$ cat config.mk
export PLATFORM = sky130hd
export DESIGN_NAME = gcd_job_dispatcher_flat
export DESIGN_NICKNAME = d
export VERILOG_FILES = /design/src/rtl/gcd_job_dispatcher_if.sv /design/src/rtl/gcd_job_dispatcher.sv /design/src/flat_wrapper.sv
export SDC_FILE = /design/constraint.sdc
export NUM_CORES = 1
export LEC_CHECK = 0
export ABC_AREA = 0
export CAP_MARGIN = 20
export CORE_MARGIN = 2
export CORE_UTILIZATION = 50
export CTS_CLUSTER_DIAMETER = 100
export DETAILED_ROUTE_END_ITERATION = 10
export PLACE_DENSITY_LB_ADDON = 0.1
export SLEW_MARGIN = 10
export SYNTH_ARGS = -nofsm -noshare
export SYNTH_HDL_FRONTEND = slang
export SYNTH_SLANG_ARGS = --single-unit
export TNS_END_PERCENT = 10
$ cat constraint.sdc
create_clock -name clk -period 3 [get_ports clk]
set_clock_uncertainty 0.1 [all_clocks]
set_input_delay 0.6 -clock clk [delete_from_list [all_inputs] [get_ports clk]]
set_output_delay 0.6 -clock clk [all_outputs]
set_load 0.02 [all_outputs]
$ cat src/rtl/gcd_job_dispatcher_if.sv
// Producer, GCD-core and consumer signals of the GCD job dispatcher, grouped as one bundle.
// slave is the dispatcher's view; master is the environment (producer, core, consumer).
interface gcd_job_dispatcher_if #(
   parameter int WIDTH = 16
);
   logic             in_valid;
   logic             in_ready;
   logic [WIDTH-1:0] in_a;
   logic [WIDTH-1:0] in_b;

   logic             gcd_start;
   logic [WIDTH-1:0] gcd_a;
   logic [WIDTH-1:0] gcd_b;
   logic             gcd_done;
   logic [WIDTH-1:0] gcd_result;

   logic             out_valid;
   logic             out_ready;
   logic [WIDTH-1:0] out_a;
   logic [WIDTH-1:0] out_b;
   logic [WIDTH-1:0] out_gcd;

   logic             busy;
   logic [7:0]       job_count;

   modport slave (
      input  in_valid, in_a, in_b, gcd_done, gcd_result, out_ready,
      output in_ready, gcd_start, gcd_a, gcd_b, out_valid, out_a, out_b, out_gcd,
             busy, job_count
   );

   modport master (
      output in_valid, in_a, in_b, gcd_done, gcd_result, out_ready,
      input  in_ready, gcd_start, gcd_a, gcd_b, out_valid, out_a, out_b, out_gcd,
             busy, job_count
   );
endinterface

$ cat src/rtl/gcd_job_dispatcher.sv
// Queues operand pairs and runs them one at a time on the GCD core (start pulse 1 edge after pop, result on done);
// zero-operand pairs skip the core and are held on out_* one edge after pop. in_ready drops only when the FIFO is full.
module gcd_job_dispatcher #(
   parameter int WIDTH = 16,
   parameter int DEPTH = 4
) (
   input  logic                clk,
   input  logic                rst_n,
   gcd_job_dispatcher_if.slave io
);
   localparam int AW = $clog2(DEPTH);
   localparam logic [AW:0] FULL = (AW+1)'(DEPTH);

   typedef struct packed {
      logic [WIDTH-1:0] a;
      logic [WIDTH-1:0] b;
   } pair_t;

   typedef enum logic [2:0] {IDLE, ISSUE, GUARD, WAIT, HOLD} state_t;

   state_t           state;
   state_t           state_nxt;
   pair_t            mem [DEPTH];
   pair_t            head;
   logic [AW-1:0]    wr_ptr;
   logic [AW-1:0]    rd_ptr;
   logic [AW:0]      count;
   logic             push;
   logic             pop;
   logic             bypass;
   logic [WIDTH-1:0] op_a;
   logic [WIDTH-1:0] op_b;
   logic [WIDTH-1:0] out_gcd;
   logic [7:0]       job_count;

   assign head        = mem[rd_ptr];
   assign io.in_ready = (count < FULL);
   assign push        = io.in_valid && io.in_ready;
   assign pop         = (state == IDLE) && (count != '0);
   assign bypass      = (head.a == '0) || (head.b == '0);

   always_ff @(posedge clk) begin
      if (push) mem[wr_ptr] <= '{a: io.in_a, b: io.in_b};
   end

   // Full is decided from the registered count, so a same-cycle pop never frees a slot early.
   always_ff @(posedge clk or negedge rst_n) begin
      if (!rst_n) begin
         wr_ptr <= '0;
         rd_ptr <= '0;
         count  <= '0;
      end else begin
         if (push) wr_ptr <= wr_ptr + 1'b1;
         if (pop)  rd_ptr <= rd_ptr + 1'b1;
         if (push && !pop)      count <= count + 1'b1;
         else if (pop && !push) count <= count - 1'b1;
      end
   end

   always_ff @(posedge clk or negedge rst_n) begin
      if (!rst_n) state <= IDLE;
      else        state <= state_nxt;
   end

   // GUARD exists so a done level left over from the previous job is never taken as this job's result.
   always_comb begin
      state_nxt = state;
      case (state)
         IDLE:    if (pop) state_nxt = bypass ? HOLD : ISSUE;
         ISSUE:   state_nxt = GUARD;
         GUARD:   state_nxt = WAIT;
         WAIT:    if (io.gcd_done) state_nxt = HOLD;
         HOLD:    if (io.out_ready) state_nxt = IDLE;
         default: state_nxt = IDLE;
      endcase
   end

   always_ff @(posedge clk or negedge rst_n) begin
      if (!rst_n) begin
         op_a      <= '0;
         op_b      <= '0;
         out_gcd   <= '0;
         job_count <= '0;
      end else begin
         if (pop) begin
            op_a <= head.a;
            op_b <= head.b;
            if (bypass) out_gcd <= head.a | head.b;
         end
         if (state == WAIT && io.gcd_done)  out_gcd   <= io.gcd_result;
         if (state == HOLD && io.out_ready) job_count <= job_count + 8'd1;
      end
   end

   assign io.gcd_start = (state == ISSUE);
   assign io.gcd_a     = op_a;
   assign io.gcd_b     = op_b;
   assign io.out_valid = (state == HOLD);
   assign io.out_a     = op_a;
   assign io.out_b     = op_b;
   assign io.out_gcd   = out_gcd;
   assign io.busy      = (state != IDLE) || (count != '0);
   assign io.job_count = job_count;
endmodule

$ cat src/flat_wrapper.sv
// flat-port wrapper written by rule: the top's interface ports become plain ports
module gcd_job_dispatcher_flat 
#(
   parameter int WIDTH = 16,
   parameter int DEPTH = 4
)
  (clk, rst_n, io_in_valid, io_in_a, io_in_b, io_gcd_done, io_gcd_result, io_out_ready, io_in_ready, io_gcd_start, io_gcd_a, io_gcd_b, io_out_valid, io_out_a, io_out_b, io_out_gcd, io_busy, io_job_count);
  gcd_job_dispatcher_if #(.WIDTH(WIDTH)) io_i ();
  input  logic clk;
  input  logic rst_n;
  input wire logic [$bits(io_i.in_valid)-1:0] io_in_valid;
  input wire logic [$bits(io_i.in_a)-1:0] io_in_a;
  input wire logic [$bits(io_i.in_b)-1:0] io_in_b;
  input wire logic [$bits(io_i.gcd_done)-1:0] io_gcd_done;
  input wire logic [$bits(io_i.gcd_result)-1:0] io_gcd_result;
  input wire logic [$bits(io_i.out_ready)-1:0] io_out_ready;
  output wire logic [$bits(io_i.in_ready)-1:0] io_in_ready;
  output wire logic [$bits(io_i.gcd_start)-1:0] io_gcd_start;
  output wire logic [$bits(io_i.gcd_a)-1:0] io_gcd_a;
  output wire logic [$bits(io_i.gcd_b)-1:0] io_gcd_b;
  output wire logic [$bits(io_i.out_valid)-1:0] io_out_valid;
  output wire logic [$bits(io_i.out_a)-1:0] io_out_a;
  output wire logic [$bits(io_i.out_b)-1:0] io_out_b;
  output wire logic [$bits(io_i.out_gcd)-1:0] io_out_gcd;
  output wire logic [$bits(io_i.busy)-1:0] io_busy;
  output wire logic [$bits(io_i.job_count)-1:0] io_job_count;
  assign io_i.in_valid = io_in_valid;
  assign io_i.in_a = io_in_a;
  assign io_i.in_b = io_in_b;
  assign io_i.gcd_done = io_gcd_done;
  assign io_i.gcd_result = io_gcd_result;
  assign io_i.out_ready = io_out_ready;
  assign io_in_ready = io_i.in_ready;
  assign io_gcd_start = io_i.gcd_start;
  assign io_gcd_a = io_i.gcd_a;
  assign io_gcd_b = io_i.gcd_b;
  assign io_out_valid = io_i.out_valid;
  assign io_out_a = io_i.out_a;
  assign io_out_b = io_i.out_b;
  assign io_out_gcd = io_i.out_gcd;
  assign io_busy = io_i.busy;
  assign io_job_count = io_i.job_count;
  gcd_job_dispatcher #(.WIDTH(WIDTH), .DEPTH(DEPTH)) u_core (.clk(clk), .rst_n(rst_n), .io(io_i));
endmodule
==> run_summary.xml <==
<?xml version="1.0" encoding="UTF-8"?>
<metrics>
  <group name="drt">
    <metric name="wirelength" unit="µm">16800</metric>
    <metric name="num_vias" unit="">4332</metric>
    <metric name="antenna_violating_nets_post_route" unit="">0</metric>
    <metric name="viasPerCell" unit="">5.60</metric>
    <metric name="detail_route.wl_per_cell" unit="µm">21.8</metric>
    <metric name="detailroute.wirelength.met3" unit="µm">1070</metric>
    <metric name="drt_iter0_drc" unit="">393</metric>
    <metric name="detailedRoute.firstPassIterationCount" unit="">4</metric>
    <metric name="route.top_layer_used" unit="">met4</metric>
    <metric name="route.detailed.drc" unit="">0</metric>
    <metric name="wl_met1" unit="µm">6950</metric>
    <metric name="met2_wirelength" unit="µm">8600</metric>
  </group>
  <group name="synth">
    <metric name="synth_warnings" unit="">0</metric>
    <metric name="synthesized_netlist_cell_count" unit="">441</metric>
    <metric name="ff_latch_count_synth" unit="">194</metric>
    <metric name="synth.lib_cells_used.distinct" unit="">32</metric>
    <metric name="synth_nets" unit="">501</metric>
    <metric name="synth_area" unit="µm²">7760</metric>
    <metric name="post_synthesis_sequential_area_ratio" unit="">0.708</metric>
    <metric name="avgSynthCellArea" unit="µm²">17.6</metric>
  </group>
  <group name="timing">
    <metric name="rsz0062_at_grt" unit="">no</metric>
    <metric name="slew_violations" unit="">0</metric>
    <metric name="tns" unit="ns">0</metric>
    <metric name="slew_headroom" unit="">0.649</metric>
    <metric name="crit_share_post_route" unit="">0.932</metric>
    <metric name="worstMarginPinSlew" unit="ns">0.526</metric>
    <metric name="clock.fmax" unit="MHz">358</metric>
    <metric name="period_minus_slack" unit="ns">2.80</metric>
    <metric name="report.final.setup_viol" unit="">0</metric>
    <metric name="final_count_of_hold_timing_violations" unit="">0</metric>
  </group>
  <group name="cts">
    <metric name="h-tree-depth" unit="">4</metric>
    <metric name="cts.reportedPaths.clkPinSlew" unit="ns">0.07</metric>
    <metric name="tritoncts.num_buffers" unit="">17</metric>
    <metric name="clock_tree.buffer_depth" unit="">2</metric>
    <metric name="hold_fix_buffers_cts" unit="">0</metric>
    <metric name="tritoncts" unit="">built</metric>
    <metric name="clock_latency" unit="ns">0.42</metric>
    <metric name="cts-resized-gates" unit="">0</metric>
    <metric name="clock-sinks" unit="">194</metric>
    <metric name="post-cts-setup-buffers" unit="">0</metric>
    <metric name="clk_root_buffer_cell" unit="">clkbuf_16</metric>
  </group>
  <group name="worst_setup_path">
    <metric name="worstSetupStartpoint" unit="">u_core.rd_ptr[0]</metric>
    <metric name="crit_path_max_incr_delay" unit="ns">0.55</metric>
    <metric name="setup.worst_path.end_class" unit="">flip-flop</metric>
    <metric name="worstRegToRegCells" unit="">7</metric>
    <metric name="cpMaxStageDelayCell" unit="">mux4_2</metric>
    <metric name="critical_path_peak_fanout" unit="">17</metric>
    <metric name="launch_point_of_the_worst_reg_to_reg_path" unit="">u_core.rd_ptr[0]</metric>
    <metric name="timing_worst_setup_path_type" unit="">flip-flop to flip-flop</metric>
    <metric name="timing.rr.end" unit="">u_core.io.out_gcd[15]</metric>
    <metric name="worst-r2r-setup-slack" unit="ns">0.20</metric>
    <metric name="crit_path_start_kind" unit="">flip-flop</metric>
    <metric name="cp_data_required_time" unit="ns">3.18</metric>
    <metric name="crit_arrival" unit="ns">2.98</metric>
    <metric name="crit_path_cell_trace" unit="">buf_12 -&gt; mux4_2 -&gt; nor4_1 -&gt; and4_1 -&gt; o21ai_2 -&gt; o21ai_4 -&gt; o221ai_1</metric>
  </group>
  <group name="placed_design">
    <metric name="place_congestion" unit="">0.780</metric>
    <metric name="detailed_place_hpwl" unit="µm">11500</metric>
    <metric name="io_buffers" unit="">144</metric>
  </group>
  <group name="floorplan">
    <metric name="fp.dieArea" unit="µm²">16500</metric>
    <metric name="die_width" unit="µm">129</metric>
    <metric name="io-pin-count" unit="">145</metric>
    <metric name="core_area" unit="µm²">15200</metric>
    <metric name="initial_utilization" unit="">0.510</metric>
    <metric name="floorplan.die.height" unit="µm">129</metric>
    <metric name="num_rows" unit="">45</metric>
  </group>
  <group name="power">
    <metric name="power_share_of_the_clock_group" unit="">0.206</metric>
    <metric name="vdd_drop_max" unit="mV">0.523</metric>
    <metric name="comb_power_share" unit="">0.417</metric>
    <metric name="power_per_cell_area" unit="nW/µm²">1070</metric>
    <metric name="p_sw" unit="mW">3.63</metric>
    <metric name="total_leakage_power" unit="nW">3.59</metric>
    <metric name="sequentialPowerShare" unit="">0.377</metric>
    <metric name="internal-power" unit="mW">6.91</metric>
    <metric name="sw_share" unit="">0.344</metric>
    <metric name="power.total" unit="mW">10.5</metric>
  </group>
  <group name="cells_and_area">
    <metric name="finalNetCount" unit="">632</metric>
    <metric name="fillCellCount" unit="">1085</metric>
    <metric name="most-common-layout-cells" unit="">clkdlybuf4s50_1 (143), edfxtp_1 (128), dfrtp_1 (65), mux2_2 (34), mux4_2 (32)</metric>
    <metric name="n_antenna_cell" unit="">0</metric>
    <metric name="areaGrowthSynthToFinish" unit="%">27.1</metric>
    <metric name="layout_cell_share_with_drive_strength_beyond_1" unit="">0.207</metric>
    <metric name="layout.cells.most_common" unit="">clkdlybuf4s50_1</metric>
    <metric name="fin_util" unit="">0.649</metric>
  </group>
  <group name="min_path">
    <metric name="worst_hold_path_type" unit="">input port to asynchronous set/reset pin</metric>
  </group>
  <group name="grt">
    <metric name="overflow" unit="">0</metric>
    <metric name="grt_first_pass_wirelength" unit="µm">25800</metric>
    <metric name="first_global_vias" unit="">4469</metric>
    <metric name="overall_global_routing_resource_usage" unit="">0.217</metric>
    <metric name="grt_antenna_before_repair" unit="">0</metric>
    <metric name="grt_max_degree" unit="">67</metric>
  </group>
  <group name="flow_run">
    <metric name="cap_violations" unit="">0</metric>
  </group>
  <group name="outcome">
    <metric name="outcome" unit="">completed</metric>
  </group>
</metrics>
## how the worst max path moves through the flow
stage | cells after the start | endpoint | slack [ns]
final | 7 | u_core.io.out_gcd[15] | 0.20
after global routing | 7 | u_core.io.out_gcd[15] | 0.004
after CTS | 3 | io_busy | 0.09
after detailed placement | 7 | u_core.io.out_gcd[15] | 0.11
after global placement | 7 | u_core.io.out_gcd[15] | 0.15
after floorplan | 8 | u_core.count[1] | 0.28
## synthesized netlist by cell type, drive strengths merged
cell type | instances | area [µm²]
ha | 6 | 75.1
o21ai | 3 | 30.0
nand2 | 22 | 82.6
nor2b | 2 | 12.5
o41ai | 1 | 8.76
fa | 1 | 20.0
and3 | 2 | 12.5
and4 | 3 | 26.3
inv | 22 | 82.6
mux2 | 34 | 383
buf | 41 | 309
nand3b | 1 | 7.51
dfrtp | 66 | 1650
edfxtp | 128 | 3840
and2 | 5 | 31.3
mux4 | 32 | 721
clkbuf | 7 | 26.3
nor2 | 20 | 75.1
xnor2 | 8 | 70.1
o221ai | 16 | 140
nor4 | 9 | 62.6
xor2 | 5 | 43.8
nor3 | 1 | 5.00
nor3b | 2 | 15.0
a21o | 1 | 7.51
nand3 | 3 | 15.0
## cell families after synthesis
kind of cell / Yosys count / share of synthesized area
AO/OA/AOI/OAI: 21 / 0.0240
XOR/XNOR: 13 / 0.0147
adder cells (fa/ha/maj): 7 / 0.0123
buffers and inverters: 70 / 0.0539
flip-flops: 194 / 0.708
multiplexers: 66 / 0.142
AND/OR/NAND/NOR: 70 / 0.0445
## power groups by stage
stage               sequential (mW)  combinational [mW]  clock, mW
finish                         3.98                4.39       2.17
global route                   4.06                4.69       2.32
CTS                            3.98                4.44       2.22
detailed placement             4.04                4.42          0
global placement               3.99                4.37          0
floorplan                      4.30                2.42          0
## critical path: cells and delay by family, from the launching register on
family / cells / cell delay, ns
compound gates: 3 / 0.60
mux: 1 / 0.55
flops: 1 / 0.41
simple gates: 2 / 0.79
buf+inv: 1 / 0.19
## final cells by class
type | count | area [µm²] | area share
Clock buffer | 19 | 433 | 0.0439
Sequential cell | 194 | 5500 | 0.557
Clock inverter | 13 | 136 | 0.0138
Timing Repair Buffer | 160 | 1610 | 0.163
Inverter | 22 | 82.6 | 0.00837
Tap cell | 188 | 235 | 0.0239
Multi-Input combinational cell | 177 | 1870 | 0.190
## per-layer routing
layer	track usage	vias to the layer above
li1	-	1904
met1	0.287	2214
met2	0.364	197
met3	0.0453	17
met4	0.0703	0
met5	0	-
## state kept, by name (all words and copies together), names as in the netlist
name and count:
u_core.count 3, u_core.io.gcd_a 16, u_core.io.gcd_b 16, u_core.io.job_count 8, u_core.io.out_gcd 16, u_core.mem 128, u_core.rd_ptr 2, u_core.state 3
u_core.wr_ptr 2
## stage by stage
step	instance area [µm²]	setup slack (ns)	cells	hold WS, ns
global route	9860	0.00426	773	0.110
global placement	9270	0.147	741	0.362
floorplan	7760	0.282	441	0.204
finish	9860	0.205	773	0.0847
detailed placement	9270	0.111	741	0.372
CTS	9840	0.0880	773	0.0930
No activity file was read; power rests on OpenSTA's default activity.
